--- src/rtl/core_hazard_unit.sv ---
// Purpose: hazard/forwarding controller for the Selen 5-stage core: stage enables/kills, PC stop, bubble insert, redirect, operand forwarding.
// Latency: all outputs combinational from inputs + registered FSM state; FSM/counters update on rising clk.
// Backpressure: stall_wb freezes every stage and the FSM; load-use and stall_dec hold IF/DEC and bubble DEC/EXE.
// Optional: define CORE_HAZ_PERF_EN to build the saturating 32-bit stall-cycle counter on haz_stall_cnt_out.
module core_hazard_unit #(
  parameter int AW       = 5,
  parameter int LOAD_LAT = 1,
  parameter int CW       = 3
) (
  input  logic          clk,
  input  logic          rst,
  input  logic [AW-1:0] haz_dec_rs1_in,
  input  logic [AW-1:0] haz_dec_rs2_in,
  input  logic [AW-1:0] haz_exe_rs1_in,
  input  logic [AW-1:0] haz_exe_rs2_in,
  input  logic [AW-1:0] haz_exe_rd_in,
  input  logic          haz_exe_we_in,
  input  logic          haz_mem_we_in,
  input  logic          haz_wb_we_in,
  input  logic [AW-1:0] haz_mem_rd_in,
  input  logic [AW-1:0] haz_wb_rd_in,
  input  logic [1:0]    haz_exe_cmd_in,
  input  logic          haz_brnch_tknn_in,
  input  logic          haz_stall_dec_in,
  input  logic          haz_stall_wb_in,
  output logic [3:0]    haz_enb_bus_out,
  output logic [3:0]    haz_kill_bus_out,
  output logic          haz_pc_stop_out,
  output logic          haz_nop_gen_out,
  output logic          haz_mux_trn_out,
  output logic [1:0]    haz_fwd_rs1_out,
  output logic [1:0]    haz_fwd_rs2_out,
  output logic [31:0]   haz_stall_cnt_out
);

  typedef enum logic {
    RUN      = 1'b0,
    LD_STALL = 1'b1
  } state_t;

  localparam logic [1:0] CMD_JUMP   = 2'b01;
  localparam logic [1:0] CMD_BRANCH = 2'b10;
  localparam logic [1:0] CMD_LOAD   = 2'b11;

  localparam logic [1:0] FWD_RF  = 2'b00;
  localparam logic [1:0] FWD_MEM = 2'b01;
  localparam logic [1:0] FWD_WB  = 2'b10;

  // The hazard cycle itself is bubble 1, so LD_STALL covers LOAD_LAT-1 more
  // cycles; counting down to 0 inclusive means preloading LOAD_LAT-2.
  localparam logic [CW-1:0] CNT_INIT = (LOAD_LAT > 1) ? CW'(LOAD_LAT - 2) : '0;

  state_t        state, state_nxt;
  logic [CW-1:0] cnt, cnt_nxt;

  logic          load_use;
  logic          redirect;

  logic [3:0]    enb;
  logic [3:0]    kill;
  logic          pc_stop;
  logic          nop_gen;
  logic          mux_trn;
  logic [1:0]    fwd_rs1;
  logic [1:0]    fwd_rs2;

  // MEM is the younger producer, so it wins over WB; x0 is hardwired zero.
  function automatic logic [1:0] fwd_sel(input logic [AW-1:0] rs,
                                         input logic          mem_we,
                                         input logic [AW-1:0] mem_rd,
                                         input logic          wb_we,
                                         input logic [AW-1:0] wb_rd);
    logic [1:0] sel;
    sel = FWD_RF;
    if (rs != '0) begin
      if (mem_we && (mem_rd == rs)) begin
        sel = FWD_MEM;
      end else if (wb_we && (wb_rd == rs)) begin
        sel = FWD_WB;
      end
    end
    return sel;
  endfunction

  // Hazard detection terms.
  assign load_use = (haz_exe_cmd_in == CMD_LOAD) && haz_exe_we_in &&
                    (haz_exe_rd_in != '0) &&
                    ((haz_exe_rd_in == haz_dec_rs1_in) || (haz_exe_rd_in == haz_dec_rs2_in));

  assign redirect = (haz_exe_cmd_in == CMD_JUMP) ||
                    ((haz_exe_cmd_in == CMD_BRANCH) && haz_brnch_tknn_in);

  // Operand forwarding selects, independent of stall priority.
  always_comb begin
    fwd_rs1 = fwd_sel(haz_exe_rs1_in, haz_mem_we_in, haz_mem_rd_in, haz_wb_we_in, haz_wb_rd_in);
    fwd_rs2 = fwd_sel(haz_exe_rs2_in, haz_mem_we_in, haz_mem_rd_in, haz_wb_we_in, haz_wb_rd_in);
  end

  // Prioritised pipeline control and FSM next-state.
  always_comb begin
    enb       = 4'b1111;
    kill      = 4'b0000;
    pc_stop   = 1'b0;
    nop_gen   = 1'b0;
    mux_trn   = 1'b0;
    state_nxt = state;
    cnt_nxt   = cnt;

    if (haz_stall_wb_in) begin
      // Whole pipe frozen; FSM holds so the bubble count survives the stall.
      enb     = 4'b0000;
      pc_stop = 1'b1;
    end else if (redirect) begin
      // Younger instructions in IF/DEC are on the wrong path.  Any pending
      // load bubbles belonged to the killed DEC instruction, so drop them.
      mux_trn   = 1'b1;
      kill      = 4'b0011;
      state_nxt = RUN;
      cnt_nxt   = '0;
    end else if (state == LD_STALL) begin
      enb[0]  = 1'b0;
      pc_stop = 1'b1;
      nop_gen = 1'b1;
      if (cnt == '0) begin
        state_nxt = RUN;
      end else begin
        cnt_nxt = cnt - CW'(1);
      end
    end else if (load_use) begin
      enb[0]  = 1'b0;
      pc_stop = 1'b1;
      nop_gen = 1'b1;
      if (LOAD_LAT > 1) begin
        state_nxt = LD_STALL;
        cnt_nxt   = CNT_INIT;
      end
    end else if (haz_stall_dec_in) begin
      enb[0]  = 1'b0;
      pc_stop = 1'b1;
      nop_gen = 1'b1;
    end
  end

  // FSM state and bubble counter.
  always_ff @(posedge clk or posedge rst) begin
    if (rst) begin
      state <= RUN;
      cnt   <= '0;
    end else begin
      state <= state_nxt;
      cnt   <= cnt_nxt;
    end
  end

  // Outputs are forced to a safe, fully-killed pattern while reset is held.
  always_comb begin
    if (rst) begin
      haz_enb_bus_out  = 4'b0000;
      haz_kill_bus_out = 4'b1111;
      haz_pc_stop_out  = 1'b1;
      haz_nop_gen_out  = 1'b0;
      haz_mux_trn_out  = 1'b0;
      haz_fwd_rs1_out  = FWD_RF;
      haz_fwd_rs2_out  = FWD_RF;
    end else begin
      haz_enb_bus_out  = enb;
      haz_kill_bus_out = kill;
      haz_pc_stop_out  = pc_stop;
      haz_nop_gen_out  = nop_gen;
      haz_mux_trn_out  = mux_trn;
      haz_fwd_rs1_out  = fwd_rs1;
      haz_fwd_rs2_out  = fwd_rs2;
    end
  end

`ifdef CORE_HAZ_PERF_EN
  logic [31:0] stall_cnt;

  // Count every non-reset cycle in which the PC is held, saturating at all-ones.
  always_ff @(posedge clk or posedge rst) begin
    if (rst) begin
      stall_cnt <= '0;
    end else if (pc_stop && (stall_cnt != 32'hFFFF_FFFF)) begin
      stall_cnt <= stall_cnt + 32'd1;
    end
  end

  assign haz_stall_cnt_out = stall_cnt;
`else
  assign haz_stall_cnt_out = 32'd0;
`endif

endmodule
--- config.mk ---
export PLATFORM = sky130hd
export DESIGN_NAME = core_hazard_unit
export DESIGN_NICKNAME = d
export VERILOG_FILES = /design/src/rtl/core_hazard_unit.sv
export SDC_FILE = /design/constraint.sdc
export NUM_CORES = 1
export LEC_CHECK = 0
export ABC_AREA = 1
export BUFFER_PORTS_ARGS = -buffer_cell sky130_fd_sc_hd__buf_2
export CAP_MARGIN = 20
export CORE_MARGIN = 3
export CORE_UTILIZATION = 40
export DETAILED_ROUTE_END_ITERATION = 8
export PLACE_DENSITY = 0.82
export SYNTH_ARGS = -nofsm -noshare
export SYNTH_HDL_FRONTEND = slang
export SYNTH_SLANG_ARGS = --single-unit
export TNS_END_PERCENT = 100
--- constraint.sdc ---
create_clock -name clk -period 2.2 [get_ports clk]
set_input_delay 0.11 -clock clk [delete_from_list [all_inputs] [get_ports clk]]
set_output_delay 0.11 -clock clk [all_outputs]
set_load 0.01 [all_outputs]
# After elaboration in Yosys (flattened, before gate mapping)
# Cells that the tools add are included.
[op_classes]
n_addsub = 1
n_eq_ne = 10
n_mux = 35
bitwise = 1
n_reduce_logical = 16
[ops]
columns = ["cell", "count"]
rows = [
  ["$eq 5x5->1", 6],
  ["$mux 2", 10],
  ["$mux 1", 19],
  ["$reduce_bool 5->1", 3],
  ["$mux 3", 4],
  ["$logic_and 1x1->1", 8],
  ["$mux 4", 2],
  ["$eq 2x2->1 const B", 2],
  ["$logic_not 3->1", 1],
  ["$reduce_and 3->1", 1],
  ["$sub 3x1->3 const B", 1],
  ["$eq 2x1->1 const B", 1],
  ["$logic_or 1x1->1", 2],
  ["$ne 2x2->1 const B", 1],
  ["$reduce_bool 2->1", 1],
  ["$not 1->1", 1],
]
[word_totals]
reg_bits = 4
in_bits = 45
out_inout_bits = 47
elab_cells = 65

# Longest topological paths before layout
[depth]
depth_word = 9
depth_mapped = 10
ltp_nobuf = 10

# Least setup slack after synthesis
# No wires, ideal clock.
[synth_path]
path_kind = "register -> register"
from = "register cnt[0]"
to = "register cnt[2]"
setup_ns = 0.082
t_arrival_ns = 1.094
required_time_ns = 2.118
slack_ns = 1.024
path_stages_with_launch = 7
n_path_buf = 0
period_less_slack_ns = 1.176
cell_sequence = "dfrtp_1 > inv_1 > ha_1 > nand2_1 > nand3_1 > or2_1 > o22ai_1"
[synth_between]
elab_chain_len = 4
elab_cells_between_ends = 7
cone_classes = "1 x add/sub; 1 x eq/ne; 3 x mux; 2 x reduce/logical"
[synth_lines]
columns = ["element", "line_no", "rtl"]
rows = [
  ["start: declaration", "54", "logic [CW-1:0] cnt, cnt_nxt;"],
  ["start signal: assignment", "151", "cnt <= cnt_nxt;"],
  ["$sub 3x1->3", "127", "cnt_nxt = cnt - CW'(1);"],
  ["$mux 3", "124", "if (cnt == '0) begin"],
  ["$mux 3", "120", "end else if (state == LD_STALL) begin"],
  ["$mux 3", "113", "end else if (redirect) begin"],
]
# Parallel ways exist; a longest one is shown, timed or not. The select of a mux whose other input is x is not followed.
# A chain may end at the register's enable or synchronous reset.

# Final worst setup path
[layout_path]
from = "input rst"
to = "output haz_fwd_rs2_out[1]"
[layout_between]
elab_chain_len = 1
[layout_lines]
columns = ["element", "line_no", "rtl"]
rows = [
  ["start: declaration", "11", "input logic rst,"],
  ["$mux 2", "157", "if (rst) begin"],
  ["end: declaration", "32", "output logic [1:0] haz_fwd_rs2_out,"],
]
# Every way passes these cells.

==> results.cfg <==
[outcome]
status = finished, final reports clean

[setup_path]
worstPathMaxFanout = 6
end_kind = primary output
critPathLaunchType = input port
critical-path-max-stage-delay_ns = 0.56
critPathSlowestCell = dlygate4sd3_1
crit_arrival_ns = 1.71
crit_family = buffers and inverters
required_ns = 2.09
path_class = in -> out
cp_cell_sequence = dlygate4sd3_1 -> buf_2 -> inv_1 -> nand2_1 -> a21oi_1 -> o21ai_0 -> nor2_1 -> nand3_1 -> nor2_1 -> buf_2
cp_num_buf_inv = 4

[drt]
num_vias = 1235
via_per_inst = 4.35
wl_per_cell_um = 9.04
wl_um = 2570
drc = 0
drt_pre_antenna_iters = 5
drtAntennaViolNets = 0
drtIter0Drc = 60

[logic_synthesis]
synth_edf_count = 0
yosysTopAreaCell = buf_4
synth_area_um2 = 1100
yosysTopAreaCellShare = 0.251
ys_types = 25
synthTopCellsByCount = 50 x nand2_1, 37 x buf_4, 35 x inv_1
yosys-top-cells-area = buf_4 25%, nand2_1 17%, inv_1 12%
ys_ff_latch = 4
synth.most_common_cell = nand2_1
ys_seq_area_frac = 0.0906
ys.flop_type = dfrtp_1
yosysWarnings = 0
async_flop_share = 1.00
avgSynthCellArea_um2 = 5.61
synthCells = 197

[die]
die_height_um = 58.6
placementRows = 18
initial_core_util = 0.434
die_x_um = 58.6
core_um2 = 2540
die-area_um2 = 3430
io_pins = 92

[clocking]
cts_inserted_buffers = 3
cts.sinks = 4
clk_pin_slew_ns = 0.04
clk_latency_ns = 0.23
ctsRootBufferMaster = clkbuf_4
htree_levels = 1
cts_tree = yes
cts.path.max_buffers = 2
postCtsSetupBuffers = 0
hold_buffers = 1
cts_resized = 0

[finish]
fillers = 273
final_cells = 284
syn_to_final_growth_pct = 18.5
layout-drive-gt1-share = 0.272
layout.nets = 303
diodes = 0

[sta]
finalCritPeriodShare = 0.827
finClkSkew_ns = 0.000514
maxSlewViolCount = 0
max_freq_mhz = 550
grt_setup_unrepaired = no
min_period_ns = 1.82
fin_setup_tns_ns = 0
setup_violations = 0
hold_viol_final = 0
setup_ws_ns = 0.382

[pwr]
p_leak_nw = 0.885
power-per-cell-area_nw_per_um2 = 271
ir_drop_v = 0.000238

[min_path]
min_path_type = in -> reg

[place]
place_ws_ns = 0.921
routabilityCongestion = 0.883
hpwlAfterDp_um = 2270
portBuffers = 59
place_inst = 280

[global_route]
grt_max_degree = 7
grt-ovfl-total = 0
grt_pass1_wl_um = 3870
groute.usage.overall = 0.139
grt_pass1_vias = 1017
antenna_found_initial = 0

[job]
cap_viol_max_count = 0
==> cell families (layout without fill, tap and decap cells) <==
kind of cell / count (synthesis) / count (layout) / synth area share
adders and majority gates: 2 / 2 / 0.0226
and+or+nand+nor: 90 / 90 / 0.352
buffers and inverters: 75 / 101 / 0.381
xor gates and xnor gates: 7 / 7 / 0.0555
DFF: 4 / 4 / 0.0906
AOI/OAI and AO/OA: 18 / 18 / 0.0951
other: 1 / 32 / 0.00339
==> stage by stage <==
step / power (mW) / hold slack, ns / utilization / area, µm²
after CTS: 0.356 / 0.103 / 0.514 / 1310
after global routing: 0.391 / 0.130 / 0.514 / 1310
final: 0.354 / 0.108 / 0.514 / 1310
after floorplan: 0.232 / -0.107 / - / 1220
after detailed placement: 0.261 / 0.0807 / 0.501 / 1280
after global placement: 0.260 / 0.0611 / 0.501 / 1280
==> tightest hold or removal path, delay by kind of cell <==
kind | cells | cell delay, ns
buf+inv | 1 | 0.09
simple gates | 2 | 0.10
==> report_power, final <==
group | leakage, nW | total (mW) | internal [mW] | switching (mW)
logic | 0.816 | 0.190 | 0.0738 | 0.116
clock network | 0.0138 | 0.0903 | 0.0610 | 0.0293
registers | 0.0559 | 0.0740 | 0.0740 | 0.000000106
total | 0.885 | 0.354 | 0.209 | 0.146
==> final timing paths <==
kind / from / to / slack (ns) / depth (start not counted)
min reg2reg: cnt[0] / cnt[0] / 0.49 / 1
max reg2reg: cnt[0] / cnt[2] / 0.91 / 6
min: haz_stall_wb_in / state / 0.11 / 3
max in group asynchronous: rst / cnt[0] / 1.61 / 3
max: rst / haz_fwd_rs2_out[1] / 0.38 / 10
min in group asynchronous: rst / state / 0.42 / 3
==> per-layer routing <==
| metal | share of wire | routed length, µm | track usage |
|---|---|---|---|
| met3 | 0.10 | 258 | 0.0329 |
| met4 | 0.011 | 29 | 0.0430 |
| met2 | 0.47 | 1210 | 0.236 |
| met5 | 0 | 0 | 0 |
| met1 | 0.42 | 1070 | 0.173 |
==> cells in the final DEF (no fill, tap or decap), types with 2 or more instances in the layout <==
cell,count
a21oi_1,6
a221oi_1,2
buf_2,59
clkbuf_4,3
conb_1,32
dfrtp_1,4
ha_1,2
inv_1,35
inv_2,3
nand2_1,50
nand3_1,8
nand4_1,4
nor2_1,19
nor3_1,2
o21ai_0,4
o22ai_1,4
or2_2,2
xnor2_1,4
xor2_1,3
==> registers in the layout, summed over array words and instances, names as in the netlist <==
register and count:
cnt 3, state 1
==> cell type report <==
class                   instances  area (µm²)  share of cell area
well taps                      30        37.5              0.0287
inverters                      38         143               0.109
flip-flops and latches          4         100              0.0765
clock buffers                   3        22.5              0.0172
repair buffers                 60         305               0.233
multi-input cells             149         701               0.535
(Power assumes the default switching activity.)
